<file path="src/rtl/id_ex_skid_reg.sv">
// ---------------------------------------------------------------------------
// id_ex_skid_reg
//
// ID/EX pipeline register with a valid/ready handshake and a one-entry skid
// buffer. When EX back-pressures, one extra bundle is parked in SKID, so no
// instruction is ever dropped. The block also provides:
//   - synchronous flush, which turns the stage into a bubble
//   - a combinational load-use hazard flag for the hazard unit
//   - a saturating counter of back-pressure cycles, for performance debug
//
// Ports:
//   clk, rst            clock; synchronous active-high reset
//   i_valid / o_ready   upstream handshake (o_ready is registered: skid empty)
//   i_flush             discard held and incoming instructions this cycle
//   i_rs..i_operation   decoded instruction bundle from ID
//   o_valid / i_ready   downstream handshake
//   o_rs..o_operation   registered bundle presented to EX
//   o_dst               registered destination register (rt for addi/lw, else rd)
//   o_load_use          load in EX-stage register matches a source of ID bundle
//   o_stall_cnt         saturating count of cycles with i_valid && !o_ready
// ---------------------------------------------------------------------------
module id_ex_skid_reg #(
  parameter int unsigned   DATA_W      = 32,
  parameter int unsigned   REG_W       = 5,
  parameter int unsigned   OP_W        = 6,
  parameter logic [OP_W-1:0] NOP_OP    = 6'b111111,
  parameter logic [OP_W-1:0] ADDI_OP   = 6'b001000,
  parameter logic [OP_W-1:0] LW_OP     = 6'b100011,
  parameter int unsigned   STALL_CNT_W = 16
) (
  input  logic                   clk,
  input  logic                   rst,
  // Upstream (ID) side
  input  logic                   i_valid,
  output logic                   o_ready,
  input  logic                   i_flush,
  input  logic [REG_W-1:0]       i_rs,
  input  logic [REG_W-1:0]       i_rt,
  input  logic [REG_W-1:0]       i_rd,
  input  logic [REG_W-1:0]       i_res,
  input  logic [1:0]             i_ex,
  input  logic [2:0]             i_m,
  input  logic [1:0]             i_wb,
  input  logic [DATA_W-1:0]      i_valA,
  input  logic [DATA_W-1:0]      i_valB,
  input  logic [DATA_W-1:0]      i_imm,
  input  logic [DATA_W-1:0]      i_pc_plus4,
  input  logic [OP_W-1:0]        i_operation,
  // Downstream (EX) side
  output logic                   o_valid,
  input  logic                   i_ready,
  output logic [REG_W-1:0]       o_rs,
  output logic [REG_W-1:0]       o_rt,
  output logic [REG_W-1:0]       o_rd,
  output logic [REG_W-1:0]       o_res,
  output logic [1:0]             o_ex,
  output logic [2:0]             o_m,
  output logic [1:0]             o_wb,
  output logic [DATA_W-1:0]      o_valA,
  output logic [DATA_W-1:0]      o_valB,
  output logic [DATA_W-1:0]      o_imm,
  output logic [DATA_W-1:0]      o_pc_plus4,
  output logic [OP_W-1:0]        o_operation,
  output logic [REG_W-1:0]       o_dst,
  // Hazard / debug
  output logic                   o_load_use,
  output logic [STALL_CNT_W-1:0] o_stall_cnt
);

  typedef struct packed {
    logic [REG_W-1:0]  rs;
    logic [REG_W-1:0]  rt;
    logic [REG_W-1:0]  rd;
    logic [REG_W-1:0]  res;
    logic [REG_W-1:0]  dst;
    logic [1:0]        ex;
    logic [2:0]        m;
    logic [1:0]        wb;
    logic [DATA_W-1:0] val_a;
    logic [DATA_W-1:0] val_b;
    logic [DATA_W-1:0] imm;
    logic [DATA_W-1:0] pc_plus4;
    logic [OP_W-1:0]   operation;
  } bundle_t;

  bundle_t                out_q, out_d;
  bundle_t                skid_q, skid_d;
  bundle_t                in_bundle;
  bundle_t                bubble;
  logic                   out_valid_q, out_valid_d;
  logic                   skid_valid_q, skid_valid_d;
  logic [STALL_CNT_W-1:0] stall_cnt_q, stall_cnt_d;

  logic accept;
  logic drain;

  // Bubble: every field zero except the opcode, so EX sees a no-op even if it
  // ignores o_valid.
  always_comb begin
    bubble           = '0;
    bubble.operation = NOP_OP;
  end

  // Incoming bundle with the destination register resolved at capture time.
  always_comb begin
    in_bundle           = '0;
    in_bundle.rs        = i_rs;
    in_bundle.rt        = i_rt;
    in_bundle.rd        = i_rd;
    in_bundle.res       = i_res;
    in_bundle.ex        = i_ex;
    in_bundle.m         = i_m;
    in_bundle.wb        = i_wb;
    in_bundle.val_a     = i_valA;
    in_bundle.val_b     = i_valB;
    in_bundle.imm       = i_imm;
    in_bundle.pc_plus4  = i_pc_plus4;
    in_bundle.operation = i_operation;
    in_bundle.dst       = ((i_operation == ADDI_OP) || (i_operation == LW_OP)) ? i_rt : i_rd;
  end

  assign o_ready = !skid_valid_q;
  assign accept  = i_valid && o_ready;
  assign drain   = out_valid_q && i_ready;

  // Next-state for OUT and SKID.
  always_comb begin
    out_d        = out_q;
    out_valid_d  = out_valid_q;
    skid_d       = skid_q;
    skid_valid_d = skid_valid_q;

    if (i_flush) begin
      out_d        = bubble;
      out_valid_d  = 1'b0;
      skid_valid_d = 1'b0;
    end else if (!out_valid_q || drain) begin
      // OUT is free this cycle. A parked bundle has priority; accept cannot
      // happen while SKID is full because o_ready is low.
      if (skid_valid_q) begin
        out_d        = skid_q;
        out_valid_d  = 1'b1;
        skid_valid_d = 1'b0;
      end else if (accept) begin
        out_d       = in_bundle;
        out_valid_d = 1'b1;
      end else begin
        out_d       = bubble;
        out_valid_d = 1'b0;
      end
    end else if (accept) begin
      // OUT is stuck: park the new bundle.
      skid_d       = in_bundle;
      skid_valid_d = 1'b1;
    end
  end

  // Stall counter is intentionally not affected by flush.
  always_comb begin
    stall_cnt_d = stall_cnt_q;
    if (i_valid && !o_ready && (stall_cnt_q != '1)) begin
      stall_cnt_d = stall_cnt_q + STALL_CNT_W'(1);
    end
  end

  always_ff @(posedge clk) begin
    if (rst) begin
      out_q        <= bubble;
      out_valid_q  <= 1'b0;
      skid_q       <= bubble;
      skid_valid_q <= 1'b0;
      stall_cnt_q  <= '0;
    end else begin
      out_q        <= out_d;
      out_valid_q  <= out_valid_d;
      skid_q       <= skid_d;
      skid_valid_q <= skid_valid_d;
      stall_cnt_q  <= stall_cnt_d;
    end
  end

  assign o_valid     = out_valid_q;
  assign o_rs        = out_q.rs;
  assign o_rt        = out_q.rt;
  assign o_rd        = out_q.rd;
  assign o_res       = out_q.res;
  assign o_ex        = out_q.ex;
  assign o_m         = out_q.m;
  assign o_wb        = out_q.wb;
  assign o_valA      = out_q.val_a;
  assign o_valB      = out_q.val_b;
  assign o_imm       = out_q.imm;
  assign o_pc_plus4  = out_q.pc_plus4;
  assign o_operation = out_q.operation;
  assign o_dst       = out_q.dst;
  assign o_stall_cnt = stall_cnt_q;

  // Load in the EX-bound slot whose destination is read by the ID bundle.
  // Register 0 is hard-wired, so it never creates a hazard.
  assign o_load_use = out_valid_q && (out_q.operation == LW_OP) && (out_q.dst != '0) &&
                      i_valid && ((i_rs == out_q.dst) || (i_rt == out_q.dst));

endmodule

</file>
<file path="config.mk">
export PLATFORM = sky130hd
export DESIGN_NAME = id_ex_skid_reg
export DESIGN_NICKNAME = d
export VERILOG_FILES = /design/src/rtl/id_ex_skid_reg.sv
export SDC_FILE = /design/constraint.sdc
export NUM_CORES = 1
export LEC_CHECK = 0
export BUFFER_PORTS_ARGS = -buffer_cell sky130_fd_sc_hd__buf_4
export CORE_MARGIN = 2
export CORE_UTILIZATION = 25
export CTS_CLUSTER_SIZE = 28
export DETAILED_ROUTE_END_ITERATION = 10
export PLACE_DENSITY = 0.48
export SYNTH_ARGS = -nofsm -noshare
export SYNTH_HDL_FRONTEND = slang
export SYNTH_SLANG_ARGS = --single-unit
</file>
<file path="constraint.sdc">
create_clock -name clk -period 1.9 [get_ports clk]
set_clock_uncertainty 0.1 [all_clocks]
set_input_delay 0.095 -clock clk [delete_from_list [all_inputs] [get_ports clk]]
set_output_delay 0.095 -clock clk [all_outputs]
set_load 0.005 [all_outputs]
</file>
# [Word-level counts from Yosys, hierarchy flattened]
# Index checks and enable logic that the tools add are counted.
[totals] register_bits=350 output_inout_bits=185
[op_classes] n_addsub=1 n_eq_ne=6 n_mux=5 bitwise_logic=2 reduce_logical=17
[op_table] op="2-to-1 mux 166 bit" count=2
[op_table] op="adder 16 x 1 -> 16 bit (second input constant)" count=1
[op_table] op="inequality test 16 bit (second input constant)" count=1
[op_table] op="equality test 6 bit (second input constant)" count=2
[op_table] op="equality test 5 bit" count=2
[op_table] op="logical AND 1 bit" count=8
[op_table] op="equality test 6 x 4 -> 1 bit (second input constant)" count=1
[op_table] op="2-to-1 mux 5 bit" count=1
[op_table] op="nonzero test 5 bit" count=1
[op_table] op="logical OR 1 bit" count=3
[op_table] op="AND reduction 3 bit" count=1
[op_table] op="OR reduction 3 bit" count=1
[op_table] op="logical NOT 1 bit" count=2
[op_table] op="2-to-1 mux 1 bit" count=2
[op_table] op="NOT 1 bit" count=2
[op_table] op="OR reduction 2 bit" count=1

# [Logic depth before layout (Yosys ltp)]
[depth] word_depth=5 mapped_depth=7 depth_no_buf=5

# [Worst setup path after synthesis]
# OpenSTA, ideal clock, no wires.
[synth_timing] path_type="register -> register" start="reg stall_cnt_q[5], in the netlist o_stall_cnt[5]" end="reg stall_cnt_q[15], in the netlist o_stall_cnt[15]" setup_ns=0.121 arrival_ns=1.556 required_ns=1.679 slack_ns=0.123 path_stages_with_launch=6 synth_period_minus_slack_ns=1.777 cell_sequence="dfxtp_1 > nand4_4 > or2_0 > clkbuf_2 > nor4_1 > mux2_2"
[synth_between] elab_chain_cells=2
[synth_lines] element="from (decl)" line="92" source="logic [STALL_CNT_W-1:0] stall_cnt_q, stall_cnt_d;"
[synth_lines] element="from (signal assigned)" line="178" source="stall_cnt_q <= stall_cnt_d;"
[synth_lines] element="parallel branches: the longest is 2 deep, another holds adder 16 x 1 -> 16 bit"
# Parallel ways; which one is timed is not known.
# A chain may end at the register's enable or synchronous reset.

# [Worst setup path after layout]
[layout_timing] start="reg out_q (netlist bit o_operation[4])" end="out o_load_use"
[layout_between] elab_chain_cells=5
[layout_lines] element="from (decl)" line="86" source="bundle_t out_q, out_d;"
[layout_lines] element="from (signal assigned)" line="168" source="out_q <= bubble;"
[layout_lines] element="from (signal assigned)" line="174" source="out_q <= out_d;"
[layout_lines] element="equality test 6 bit" line="200" source="assign o_load_use = out_valid_q && (out_q.operation == LW_OP) && (out_q.dst != '0) &&"
[layout_lines] element="logical AND 1 bit (3 in a row)" line="200"
[layout_lines] element="logical AND 1 bit" line="201" source="i_valid && ((i_rs == out_q.dst) || (i_rt == out_q.dst));"
[layout_lines] element="to (decl)" line="66" source="output logic o_load_use,"
# Every way passes these cells.

==> results.txt <==
* Max frequency: just over 0.5 GHz
- Total congestion overflow: 0
* Buffer type at the clock tree root: clkbuf_16
- Largest voltage drop on the vdd net: between 0.0005 and 0.0006 V
* Hold path depth: 4
* Post-DR wirelength/cell: roughly 18 um
- Post-synth ARST share: 0
- From synthesis to final layout, the design area changed by 47.7%.
- Gpl congestion: 0.790
- FILL cells: between 5000 and 6000
* Number of maximum-capacitance violations: 0
* Cell taking the most area after synthesis: dfxtp_1
- The clock net in this run drives a total of 350 sinks.
- Final hold analysis gives a worst-case slack of ~0.037 ns.
- After detailed routing, the number of vias per cell comes to about 4.8.
- Final routed DRC violation total: 0
- Of all nets on the critical path, the largest fanout is 2.
- At the pin with the least slew margin, the transition time is 0.832 ns.
- The die is 244 um tall.
- In this run, synthesis inferred 0 flip-flops with an integrated enable.
- GRT Overall Usage: 0.175
* CP arrival: ~1.8 ns
* Total vias in the final route: around 15000
* Number of search-and-repair iterations in the first detailed-routing pass: 5
- The number of nets handed over by synthesis was 1973.
* DPL Wire Length: 33200 um
* Total area of sequential cells: 7030 sq um
* Most common flop cell mapped by yosys: dfxtp_1
- Met2 global-route usage: 0.293
- Inserted Clock Buffers: 43
- The H-tree was split into 2 levels.
- Clock latency on the worst-skew pair: 0.56 ns
* Initial cell density of the core: 0.254
- Power spread over the standard cell area amounts to about 820 nW/um^2.
- In this run the cell area of the synthesized design comes to between 10000 and 15000 sq um.
* Depth of the worst register-to-register path: 5
* Routing usage on met3: 0.0327
- Pin count of the biggest net entering global routing: 92
- Post-synthesis sequential element count: 350
* Wire length of the first global-routing pass: about 84000 um
- Final-report hold violation count: 0
- Final Max Slew Viols: 0
* Worst-case setup margin in the final layout: -0.0882 ns
* Final worst path period need: approximately 2.0 ns
- Status: complete, but fails checks
* Headroom to the max-slew limit: 0.446
- Library cell with the highest instance count after synthesis: dfxtp_1
- After global routing, the most crowded layer is met2.
* Num rows: 87
- Number of instances in the synthesized netlist: around 1800
- Port Buffer Count: 350
- Area of the multi-input gates: 6710 sq um
- Summed over all cells, the static leakage comes to about 9 nW.
- Distinct cell type count of the synthesized netlist: 46
- Setup slack after placement: around 0.05 ns
- For met1 alone, demand over resource in global routing was 0.226.
- The longest clock path from root to sink contains 3 buffers.
- Number of ports placed on the die boundary: roughly 350
- Measured along the x axis, the die boundary spans 244 um.
- Classification of the worst setup path: register to primary output
- STA puts the critical path data required time at 1.70 ns.
* Vias in the first global route: around 15000
- Number of DRC markers in iteration 0: slightly above 800
* Sort of element at the start of the critical path: register
* Share of final-layout standard cells stronger than drive strength 1: 0.223
- The placed instances occupy a cell area of between 15000 and 20000 sq um.
* Element type at the critical path end: primary output
- Unrepaired setup endpoints after global routing: yes
- For this run, the post-layout net count is approximately 2400.
* Cell types with the largest area share after synthesis: dfxtp_1, a211oi_1, nand2_1
- Of the post-synthesis cell area, the dominant cell type holds 0.488.
* Period Utilization, post-route: 1.05
- Average cell area after synthesis: about 8 sq um
* Antenna violations before repair: 4
- Wires add up to roughly 54000 um.
* Clock-pin transition on the worst setup and hold timing paths: approximately 0.060 ns
* Number of failing setup endpoints in the final timing report: 1
* Core region area: between 50000 and 60000 sq um
- Final Instance Area: 21200 sq um
- Once detail routing completed, the nets flagged for antenna violations numbered 0.
* TritonCTS clock tree: yes
- Violations in the final reports: negative setup slack
- The die covers between 50000 and 60000 sq um.
- Of the synthesized area, sequential elements account for 0.488.
- For this run, the number of Yosys warnings is 0.
* Leading cell types by count after synthesis: dfxtp_1, nand2_1, nor2_1, a21oi_1, a211oi_1
- Worst Hold Class: input port to register
==> final timing paths <==
check	start	endpoint	slack, ns
max	o_operation[4]$_SDFFE_PP1P_	o_load_use	-0.09
min	i_valid	skid_valid_q$_SDFFE_PP0P_	0.04
max reg2reg	o_stall_cnt[7]$_SDFFE_PP0P_	o_stall_cnt[13]$_SDFFE_PP0P_	0.13
min reg2reg	skid_q[40]$_SDFFE_PP0P_	skid_q[40]$_SDFFE_PP0P_	0.35
==> cell families after synthesis <==
| group | Yosys count | synth area share |
|---|---|---|
| AO/OA/AOI/OAI | 374 | 0.164 |
| XOR/XNOR | 10 | 0.00610 |
| adder cells (fa/ha/maj) | 1 | 0.000871 |
| buffers and inverters | 180 | 0.0499 |
| flip-flops | 350 | 0.488 |
| multiplexers | 12 | 0.00889 |
| AND/OR/NAND/NOR | 879 | 0.283 |
==> report_power, final <==
group	internal, mW	total [mW]	switching, mW
sequential	7.49	7.59	0.101
clock	4.87	8.15	3.28
combinational	0.924	1.74	0.813
==> state kept, by name, indices dropped and copies added (netlist names) <==
| name | flops |
|---|---|
| o_m | 3 |
| o_ex | 2 |
| o_operation | 6 |
| skid_q | 166 |
| o_rd | 5 |
| o_rs | 5 |
| o_imm | 32 |
| o_pc_plus4 | 32 |
| o_valid | 1 |
| o_valA | 32 |
| o_wb | 2 |
| o_stall_cnt | 16 |
| o_dst | 5 |
| o_rt | 5 |
| o_valB | 32 |
| o_res | 5 |
| skid_valid_q | 1 |
==> placed cells by master (no fill, tap or decap), types with 7 or more instances in the layout <==
cell type	count
nor3_1	159
buf_12	26
clkbuf_1	12
buf_4	390
dlygate4sd3_1	163
a21oi_1	171
inv_1	8
nor2_1	182
dfxtp_1	342
nand2_1	326
and2_1	7
o21ai_0	14
clkbuf_16	44
a211oi_1	163
nand3_1	10
and3_1	155
==> critical path, stage by stage (launching register included) <==
cell and delay, ns:
dfxtp_2 0.33, nand4b_1 0.22, nor4_4 0.20, buf_4 0.19
o21ai_4 0.06, a21oi_2 0.12, buf_4 0.12
==> what timing repair did <==
action,4_1_cts,5_1_grt
setup buffers,5,1
gates resized for setup,16,5
cloned,0,1
setup endpoints to repair,1,4
endpoints found under the hold margin,340,0
hold buffers,163,0
pin swaps,2,4
==> through the flow <==
stage                     cells  total power, mW  setup TNS [ns]  utilization
after floorplan            1806             8.38               0            -
after global placement     2802             9.19               0        0.319
after detailed placement   2802             9.21               0        0.319
after CTS                  3045             17.8          -0.129        0.374
after global routing       3048             18.2          -0.178        0.375
final                      3048             17.5         -0.0882        0.375
==> final cells by class <==
cell class | instances | area share
Antenna cell | 1 | 0.000118
Clock inverter | 16 | 0.00944
Timing Repair Buffer | 581 | 0.241
Clock buffer | 59 | 0.0554
Inverter | 9 | 0.00171
Tap cell | 756 | 0.0446
Multi-Input combinational cell | 1276 | 0.316
Sequential cell | 350 | 0.331
==> layer usage <==
layer	part of all wire	routed length (um)
met2	0.48	25700
met1	0.44	23500
met5	0.00076	41
met3	0.054	2880
met4	0.029	1570
Power figures use the tool's default switching activity.
